--- config.mk ---
export PLATFORM = sky130hd
export DESIGN_NAME = ahb_payload_responder_flat
export DESIGN_NICKNAME = d
export VERILOG_FILES = /design/src/rtl/ahb_pkg.sv /design/src/rtl/ahb_payload_responder_if.sv /design/src/rtl/ahb_word_ram.sv /design/src/rtl/ahb_payload_responder.sv /design/src/flat_wrapper.sv
export SDC_FILE = /design/constraint.sdc
export NUM_CORES = 1
export LEC_CHECK = 0
export CELL_PAD_IN_SITES_DETAIL_PLACEMENT = 0
export CELL_PAD_IN_SITES_GLOBAL_PLACEMENT = 1
export CORE_UTILIZATION = 45
export CTS_CLUSTER_SIZE = 16
export DETAILED_ROUTE_END_ITERATION = 10
export DONT_BUFFER_PORTS = 1
export GPL_ROUTABILITY_DRIVEN = 1
export HOLD_SLACK_MARGIN = 0.06
export PLACE_DENSITY = 0.87
export SLEW_MARGIN = 10
export SYNTH_ARGS = -nofsm -noshare
export SYNTH_HDL_FRONTEND = slang
export SYNTH_SLANG_ARGS = --single-unit
--- constraint.sdc ---
create_clock -name clk -period 2.16 [get_ports clk]
set_input_delay 0.432 -clock clk [delete_from_list [all_inputs] [get_ports clk]]
set_output_delay 0.432 -clock clk [all_outputs]
set_load 0.01 [all_outputs]
--- src/rtl/ahb_pkg.sv ---
// Shared AHB-Lite encodings and the responder state type.
package ahb_pkg;

    localparam logic [1:0] HTRANS_IDLE   = 2'b00;
    localparam logic [1:0] HTRANS_BUSY   = 2'b01;
    localparam logic [1:0] HTRANS_NONSEQ = 2'b10;
    localparam logic [1:0] HTRANS_SEQ    = 2'b11;

    localparam logic [2:0] HBURST_SINGLE = 3'b000;
    localparam logic [2:0] HBURST_INCR   = 3'b001;
    localparam logic [2:0] HBURST_INCR4  = 3'b011;

    localparam logic [2:0] HSIZE_WORD    = 3'b010;

    localparam logic [1:0] HRESP_OKAY    = 2'b00;
    localparam logic [1:0] HRESP_ERROR   = 2'b01;

    typedef enum logic [2:0] {
        ST_IDLE,
        ST_WAIT,
        ST_DATA,
        ST_ERR1,
        ST_ERR2
    } ahb_state_t;

    // Only the burst kinds the payload requester actually issues are served.
    function automatic logic burst_legal(input logic [2:0] burst);
        return (burst == HBURST_SINGLE) || (burst == HBURST_INCR) || (burst == HBURST_INCR4);
    endfunction

endpackage

--- src/rtl/ahb_payload_responder_if.sv ---
// AHB-Lite bus bundle between the requester (master) and this responder (slave).
interface ahb_payload_responder_if #(
    parameter int ADDR_W = 32,
    parameter int DATA_W = 32,
    parameter int RESP_W = 2
) ();
    logic              hsel;
    logic [ADDR_W-1:0] haddr;
    logic [1:0]        htrans;
    logic              hwrite;
    logic [2:0]        hsize;
    logic [2:0]        hburst;
    logic [3:0]        hprot;
    logic              hmastlock;
    logic              hnonsec;
    logic [DATA_W-1:0] hwdata;
    logic              hready;
    logic [DATA_W-1:0] hrdata;
    logic              hreadyout;
    logic [RESP_W-1:0] hresp;

    modport master (
        output hsel, haddr, htrans, hwrite, hsize, hburst, hprot, hmastlock,
               hnonsec, hwdata, hready,
        input  hrdata, hreadyout, hresp
    );

    modport slave (
        input  hsel, haddr, htrans, hwrite, hsize, hburst, hprot, hmastlock,
               hnonsec, hwdata, hready,
        output hrdata, hreadyout, hresp
    );
endinterface

--- src/rtl/ahb_word_ram.sv ---
// Word-addressed register memory: synchronous write, combinational read,
// every word cleared while rst_n is low.
module ahb_word_ram #(
    parameter int DEPTH = 16,
    parameter int WIDTH = 32,
    localparam int IDX_W = $clog2(DEPTH)
) (
    input  logic             clk,
    input  logic             rst_n,
    input  logic             we,
    input  logic [IDX_W-1:0] widx,
    input  logic [WIDTH-1:0] wdata,
    input  logic [IDX_W-1:0] ridx,
    output logic [WIDTH-1:0] rdata
);
    logic [WIDTH-1:0] words [DEPTH];

    for (genvar gi = 0; gi < DEPTH; gi++) begin : g_word
        logic [WIDTH-1:0] word_reg;

        // Each word loads only when the shared write index selects it.
        always_ff @(posedge clk) begin
            if (!rst_n) begin
                word_reg <= '0;
            end else if (we && (widx == IDX_W'(gi))) begin
                word_reg <= wdata;
            end
        end

        assign words[gi] = word_reg;
    end

    assign rdata = words[ridx];
endmodule

--- src/rtl/ahb_payload_responder.sv ---
// AHB-Lite subordinate with a small scratch-pad memory, programmable OKAY
// wait states and two-cycle ERROR responses for transfers it cannot serve.
module ahb_payload_responder
    import ahb_pkg::*;
#(
    parameter int          pAHB_ADDR_WIDTH  = 32,
    parameter int          pAHB_DATA_WIDTH  = 32,
    parameter int          pAHB_HRESP_WIDTH = 2,
    parameter int          pMEM_DEPTH_WORDS = 16,
    parameter logic [31:0] pBASE_ADDR       = 32'h0,
    parameter int          pWAIT_STATES     = 0,
    parameter int          pREJECT_NONSEC   = 1
) (
    input  logic                    clk,
    input  logic                    rst_n,
    ahb_payload_responder_if.slave  bus,
    output logic [7:0]              O_err_count
);
    localparam int IDX_W = $clog2(pMEM_DEPTH_WORDS);
    localparam logic [pAHB_ADDR_WIDTH-1:0] BASE = pAHB_ADDR_WIDTH'(pBASE_ADDR);
    localparam logic [pAHB_ADDR_WIDTH-1:0] SPAN = pAHB_ADDR_WIDTH'(4 * pMEM_DEPTH_WORDS);
    localparam logic [3:0] WAIT_LOAD = 4'(pWAIT_STATES);

    ahb_state_t         state_reg;
    logic [3:0]         wait_cnt_reg;
    logic [IDX_W-1:0]   idx_reg;
    logic               write_reg;
    logic [7:0]         err_count_reg;

    logic [pAHB_ADDR_WIDTH-1:0] addr_offset;
    logic                       ready_phase;
    logic                       accept;
    logic                       legal;
    logic                       ram_we;
    logic [pAHB_DATA_WIDTH-1:0] ram_rdata;
    logic                       unused_inputs;

    // Modular subtraction: an address below BASE wraps to a huge offset, so a
    // single compare against SPAN covers both ends of the window.
    assign addr_offset = bus.haddr - BASE;
    assign ready_phase = (state_reg == ST_IDLE) || (state_reg == ST_DATA) || (state_reg == ST_ERR2);
    assign accept      = bus.hsel && bus.hready && bus.htrans[1] && ready_phase;
    assign legal       = (bus.hsize == HSIZE_WORD)
                      && (bus.haddr[1:0] == 2'b00)
                      && (addr_offset < SPAN)
                      && burst_legal(bus.hburst)
                      && !((pREJECT_NONSEC != 0) && bus.hnonsec);

    assign unused_inputs = ^{bus.hprot, bus.hmastlock, bus.htrans[0]};

    // Transfer FSM: latches the address phase, runs wait/error sequencing.
    always_ff @(posedge clk) begin
        if (!rst_n) begin
            state_reg     <= ST_IDLE;
            wait_cnt_reg  <= '0;
            idx_reg       <= '0;
            write_reg     <= 1'b0;
            err_count_reg <= '0;
        end else begin
            case (state_reg)
                ST_WAIT: begin
                    wait_cnt_reg <= wait_cnt_reg - 4'd1;
                    if (wait_cnt_reg == 4'd1) begin
                        state_reg <= ST_DATA;
                    end
                end
                ST_ERR1: begin
                    state_reg <= ST_ERR2;
                end
                default: begin
                    if (accept) begin
                        idx_reg   <= addr_offset[IDX_W+1:2];
                        write_reg <= bus.hwrite;
                        if (!legal) begin
                            state_reg <= ST_ERR1;
                            if (err_count_reg != 8'hFF) begin
                                err_count_reg <= err_count_reg + 8'd1;
                            end
                        end else if (WAIT_LOAD != 4'd0) begin
                            state_reg    <= ST_WAIT;
                            wait_cnt_reg <= WAIT_LOAD;
                        end else begin
                            state_reg <= ST_DATA;
                        end
                    end else begin
                        state_reg <= ST_IDLE;
                    end
                end
            endcase
        end
    end

    // Bus handshake outputs are a pure decode of the registered state.
    always_comb begin
        bus.hreadyout = 1'b1;
        bus.hresp     = HRESP_OKAY;
        case (state_reg)
            ST_WAIT: bus.hreadyout = 1'b0;
            ST_ERR1: begin
                bus.hreadyout = 1'b0;
                bus.hresp     = HRESP_ERROR;
            end
            ST_ERR2: bus.hresp = HRESP_ERROR;
            default: ;
        endcase
    end

    // The write commits on the edge leaving the final OKAY cycle, which lets
    // an immediately following read of the same word see the new value.
    assign ram_we = (state_reg == ST_DATA) && write_reg;

    ahb_word_ram #(
        .DEPTH (pMEM_DEPTH_WORDS),
        .WIDTH (pAHB_DATA_WIDTH)
    ) u_ram (
        .clk   (clk),
        .rst_n (rst_n),
        .we    (ram_we),
        .widx  (idx_reg),
        .wdata (bus.hwdata),
        .ridx  (idx_reg),
        .rdata (ram_rdata)
    );

    assign bus.hrdata  = ((state_reg == ST_DATA) && !write_reg) ? ram_rdata : '0;
    assign O_err_count = err_count_reg;
endmodule

--- src/flat_wrapper.sv ---
// flat-port wrapper written by rule: the top's interface ports become plain ports
module ahb_payload_responder_flat import ahb_pkg::*;
#(
    parameter int          pAHB_ADDR_WIDTH  = 32,
    parameter int          pAHB_DATA_WIDTH  = 32,
    parameter int          pAHB_HRESP_WIDTH = 2,
    parameter int          pMEM_DEPTH_WORDS = 16,
    parameter logic [31:0] pBASE_ADDR       = 32'h0,
    parameter int          pWAIT_STATES     = 0,
    parameter int          pREJECT_NONSEC   = 1
)
  (clk, rst_n, O_err_count, bus_hsel, bus_haddr, bus_htrans, bus_hwrite, bus_hsize, bus_hburst, bus_hprot, bus_hmastlock, bus_hnonsec, bus_hwdata, bus_hready, bus_hrdata, bus_hreadyout, bus_hresp);
  ahb_payload_responder_if bus_i ();
  input  logic clk;
  input  logic rst_n;
  output logic [7:0] O_err_count;
  input wire logic [$bits(bus_i.hsel)-1:0] bus_hsel;
  input wire logic [$bits(bus_i.haddr)-1:0] bus_haddr;
  input wire logic [$bits(bus_i.htrans)-1:0] bus_htrans;
  input wire logic [$bits(bus_i.hwrite)-1:0] bus_hwrite;
  input wire logic [$bits(bus_i.hsize)-1:0] bus_hsize;
  input wire logic [$bits(bus_i.hburst)-1:0] bus_hburst;
  input wire logic [$bits(bus_i.hprot)-1:0] bus_hprot;
  input wire logic [$bits(bus_i.hmastlock)-1:0] bus_hmastlock;
  input wire logic [$bits(bus_i.hnonsec)-1:0] bus_hnonsec;
  input wire logic [$bits(bus_i.hwdata)-1:0] bus_hwdata;
  input wire logic [$bits(bus_i.hready)-1:0] bus_hready;
  output wire logic [$bits(bus_i.hrdata)-1:0] bus_hrdata;
  output wire logic [$bits(bus_i.hreadyout)-1:0] bus_hreadyout;
  output wire logic [$bits(bus_i.hresp)-1:0] bus_hresp;
  assign bus_i.hsel = bus_hsel;
  assign bus_i.haddr = bus_haddr;
  assign bus_i.htrans = bus_htrans;
  assign bus_i.hwrite = bus_hwrite;
  assign bus_i.hsize = bus_hsize;
  assign bus_i.hburst = bus_hburst;
  assign bus_i.hprot = bus_hprot;
  assign bus_i.hmastlock = bus_hmastlock;
  assign bus_i.hnonsec = bus_hnonsec;
  assign bus_i.hwdata = bus_hwdata;
  assign bus_i.hready = bus_hready;
  assign bus_hrdata = bus_i.hrdata;
  assign bus_hreadyout = bus_i.hreadyout;
  assign bus_hresp = bus_i.hresp;
  ahb_payload_responder #(.pAHB_ADDR_WIDTH(pAHB_ADDR_WIDTH), .pAHB_DATA_WIDTH(pAHB_DATA_WIDTH), .pAHB_HRESP_WIDTH(pAHB_HRESP_WIDTH), .pMEM_DEPTH_WORDS(pMEM_DEPTH_WORDS), .pBASE_ADDR(pBASE_ADDR), .pWAIT_STATES(pWAIT_STATES), .pREJECT_NONSEC(pREJECT_NONSEC)) u_core (.clk(clk), .rst_n(rst_n), .bus(bus_i), .O_err_count(O_err_count));
endmodule
### Word-level counts from Yosys, hierarchy flattened

Cells that the tools add are included.

* $add $sub $neg: 2
* magnitude comparators: 2
* equal/unequal tests: 25
* mux-type cells: 10
* bitwise logic cells: 3
* reductions and logical operators: 39

Operators with widths (number)
* $bmux 32 s4: 1
* $mux 32: 3
* $eq 4x4->1 const B: 8
* $lt 32x7->1 const B: 1
* $logic_and 1x1->1: 25
* $eq 4x3->1 const B: 4
* $eq 3x2->1 const B: 4
* $add 8x1->8 const B: 1
* $eq 4x1->1 const B: 2
* $eq 4x2->1 const B: 2
* $ne 8x8->1 const B: 1
* $eq 3x1->1 const B: 2
* $logic_not 3->1: 2
* $pmux 3 s2: 1
* $ge 5x5->1 const B: 1
* $not 4->5: 1
* $logic_not 4->1: 1
* $logic_or 1x1->1: 4
* $reduce_and 4->1: 1
* $reduce_or 2->1: 2
* $sub 4x1->4 const B: 1
* $eq 3x3->1 const B: 1
* $mux 1: 3
* $mux 3: 1
* 6 further kinds: 8

* register bits after elaboration: 532
* input bits: 83
* output and inout bits: 43
* logic and storage cells: 102

### Depth between registers and ports, before layout

* word-level depth: 8
* gate-level depth with buffers: 8
* depth with buffers taken out: 6

### Cells and area by module

From an unflattened synthesis, not the netlist that was laid out.

* cell total of the unflattened synthesis: 2837
* area total of the unflattened synthesis: 25852.3 sq um

By module, submodules not included
* ahb_word_ram: times used 1, cells each 2680, area each 24587.3 sq um
* ahb_payload_responder: times used 1, cells each 157, area each 1265.0 sq um

### Worst setup path after synthesis

No wires, ideal clock.

* path type: reg-to-output
* start: register u_core.idx_reg[1]
* end: output bus_hrdata[0]
* arrival: 1.927 ns
* required time: 1.728 ns
* path slack: -0.199 ns
* cell stages (with the launch flop): 7
* buffers on the path: 3
* path through: dfxtp_1 -> buf_2 -> buf_2 -> clkbuf_1 -> mux4_2 -> mux4_2 -> nor2b_1

* longest elaborated chain between the ends: 5

RTL lines
* from (decl): line ahb_payload_responder.sv:26 `logic [IDX_W-1:0] idx_reg;`
* from (signal assigned): line ahb_payload_responder.sv:72 `idx_reg <= addr_offset[IDX_W+1:2];`
* $not 4->5 (implied by the code): line ahb_word_ram.sv:33 `assign rdata = words[ridx];`
* $bmux 32 s4: line ahb_word_ram.sv:33
* $mux 32 (implied by the code) (2 in a row): line ahb_word_ram.sv:33
* $mux 32: line ahb_payload_responder.sv:125 `assign bus.hrdata = ((state_reg == ST_DATA) && !write_reg) ? ram_rdata : '0;`
* to (decl): line flat_wrapper.sv:28 `output wire logic [$bits(bus_i.hrdata)-1:0] bus_hrdata;`

No other way between the ends. The select of a mux whose other input is x is not followed.

### Worst setup path in the final report

* start: register u_core.idx_reg[0]
* end: output bus_hrdata[30]

Same word-level chain as after synthesis.

==> run metrics <==
all-layer global routing usage=28.6%; Critical Path RT=1730 ps; r2r startpoint=u_core.idx_reg[0]; Peak VDD IR=0.568 mV; status=finished, violations left; worst setup path start=u_core.idx_reg[0]; final worst slack=-861 ps; Post-Syn Nets=2762; Post-Synthesis Cells=2676; CTS clk-pin slew, worst paths=60 ps; final non-filler cell total=3385; Rows=84; I/O pin cnt=126; fin. max-slew vios=0; clock group share of total power=48.3%; Area growth syn-to-layout=17.3%; CP endpoint=bus_hrdata[30]; flops & latches, synth=532; cell taking the most area after synthesis=dfxtp_1; WP data arrival=2590 ps; Die H=234 µm; layout cell share with drive strength beyond 1=17.0%; via/cell ratio=5.88; Crit path depth=5; Pwr per Cell Area=722 nW/µm²; net switching power=4470 µW; reg2reg end=u_core.u_ram.g_word[0].word_reg[13]; ys flop type=dfxtp_1; overall power=20500 µW; Layout Nets=2740; Total Wirelength=79500 µm; HP Class=in2reg; H-Tree Depth=2; worst-path cell chain=buf_12 -> buf_4 -> mux4_2 -> mux4_2 -> nor2b_4; synthesized cell area=24200 µm²; CP Launch Type=flip-flop; synth warn=0; router iterations before antenna repair=11; Largest register FFs=512; Placed Instances=3207; crit end category=output pin; Sw Share=21.8%; Die X=234 µm; final worst path period share=140%; Root Driver=clkbuf_16; WHS Path Cells=1; Slowest cell on crit path=mux4_2; R2R depth=9; Setup Crit Path Kind=reg2out; most frequent cell after synthesis=nand2_1; Synth Area per Inst=9.04 µm²; post-synthesis cell type count=45; design internal power=16000 µW; RePlAce Congestion=0.827; Post-synth top cells=nand2_1 (1059), dfxtp_1 (532), a21boi_0 (304); R2R setup slack=-60 ps; CTS tree=yes; Post-synth EDFFs=0; Clock Tree Buf Depth=3; Yosys top cell area share=44.0%; die area=54700 µm²; clock skew=21.5 ps; initial antenna violation count=1; most frequent cell on the critical path=mux4_2; latest clock arrival within the worst-skew pair=630 ps; WL per Instance=23.5 µm; DR DRC count=4; synth top area cells=dfxtp_1 (44%), nand2_1 (16%), mux4_2 (15%); register share of total power=48.0%; Max-cap violations=0; worst slew pin tran=841 ps; first-pass GRT wire length=117000 µm; Largest stage delay, worst path=560 ps; DRT iter0 DRCs=2369; Seq/Total Area, Yosys=44.0%; vias=19.9k; RSZ-0062 raised after global routing=yes; Port-buffer cells=0; Final min period=3020 ps; grt ovf=0; Detail Placement HPWL=45800 µm; Max-slew headroom=43.9%; crit path buf inv count=2; Hold Slack=107 ps; LEAKAGE=0.00897 µW; Critical Path Fanout Max=12; CTS Buf Count=56; Top delay family on crit path=multiplexers; largest net degree at the start of global routing=539; ANT nets after route=0; asr flop ratio synth=0%; Core Area=52900 µm²; vias in the first global route=19.1k; failing checks=DRC, setup timing; combinational power share=3.7%; Sink Count=532; Fmax=331 MHz; final hold violation count=0; initial core utilization=45.8%; Final Core Density=53.7%; final setup fails=55; DP Worst Slack=-426 ps
worst register-to-register path, cell delays in order (launching register included):
cell      delay (ps)
dfxtp_4          360
buf_12           160
buf_4            170
buf_4            160
or3_4            440
nor3_4           260
buf_6            160
buf_12           190
nand2_1           90
a21boi_1         160
power by group through the flow:
stage,clock network (µW),registers [µW],logic [µW]
final,9890,9840,757
after global routing,10400,9840,785
after CTS,9970,9840,685
after detailed placement,0,10100,453
after global placement,0,10100,444
after floorplan,0,10000,585
how the worst min path moves through the flow:
stage	from	to	slack, ps
2_1_floorplan	u_core.u_ram.g_word[10].word_reg[10]	u_core.u_ram.g_word[10].word_reg[10]	430
3_3_place_gp	u_core.u_ram.g_word[12].word_reg[20]	u_core.u_ram.g_word[12].word_reg[20]	440
3_5_place_dp	u_core.u_ram.g_word[6].word_reg[6]	u_core.u_ram.g_word[6].word_reg[6]	440
4_1_cts	rst_n	u_core.wait_cnt_reg[3]	-50
5_1_grt	rst_n	u_core.u_ram.g_word[5].word_reg[2]	80
6_report	rst_n	u_core.u_ram.g_word[5].word_reg[2]	110
cell families after synthesis:
group	count (synthesis)	share of synthesized area, %
AND/OR/NAND/NOR	1170	19.3
flip-flops	532	44.0
AO/OA/AOI/OAI	528	16.4
buffers and inverters	273	4.86
multiplexers	166	15.1
adder cells (fa/ha/maj)	3	0.155
XOR/XNOR	3	0.109
other	1	0.0155
cell type report:
cell class,instances,area [µm²]
Clock inverter,15,169
Multi-Input combinational cell,1871,12700
Timing Repair Buffer,190,2210
Inverter,3,11.3
Antenna cell,2,5.00
Fill cell,4571,24500
Tap cell,688,861
Clock buffer,84,1720
Sequential cell,532,10700
cells in the final DEF, fill, tap and decap left out, drive strengths merged, types with 2 or more instances in the layout:
master and instances:
inv 3, dfxtp 532, nand2 1059, clkinvlp 3, and2 6, clkbuf 89
mux4 160, ha 3, diode 2, bufinv 3, mux2i 6, buf 125
nor2 15, o31ai 2, clkinv 9, nor2b 35, xnor2 3, nand3 12
and3 7, dlygate4sd3 60, nor3 8, nor4 6, nor3b 4, a21boi 520
nand2b 9
stage by stage:
step	TNS, ps	instance area (µm²)
5_1_grt	-30020	28400
4_1_cts	-26960	28100
3_5_place_dp	-12100	25500
6_report	-27080	28400
2_1_floorplan	-2350	24400
3_3_place_gp	-11140	25500
what timing repair did:
item / 4_1_cts / 5_1_grt
endpoints found under the setup margin: 32 / 91
setup buffers: 5 / 6
hold endpoints to repair: 532 / 111
pin swaps: 0 / 2
resized for setup: 3 / 21
cloned: 0 / 5
hold buffers: 60 / 1
per-layer routing:
metal | routed length, µm | up-vias | track usage, %
met5 | 12 | - | 0
li1 | - | 8893 | -
met1 | 32200 | 9858 | 37.2
met3 | 6670 | 217 | 5.20
met2 | 37400 | 945 | 46.6
met4 | 3200 | 2 | 12.1
Note: power is estimated with default switching activity, not from simulation.
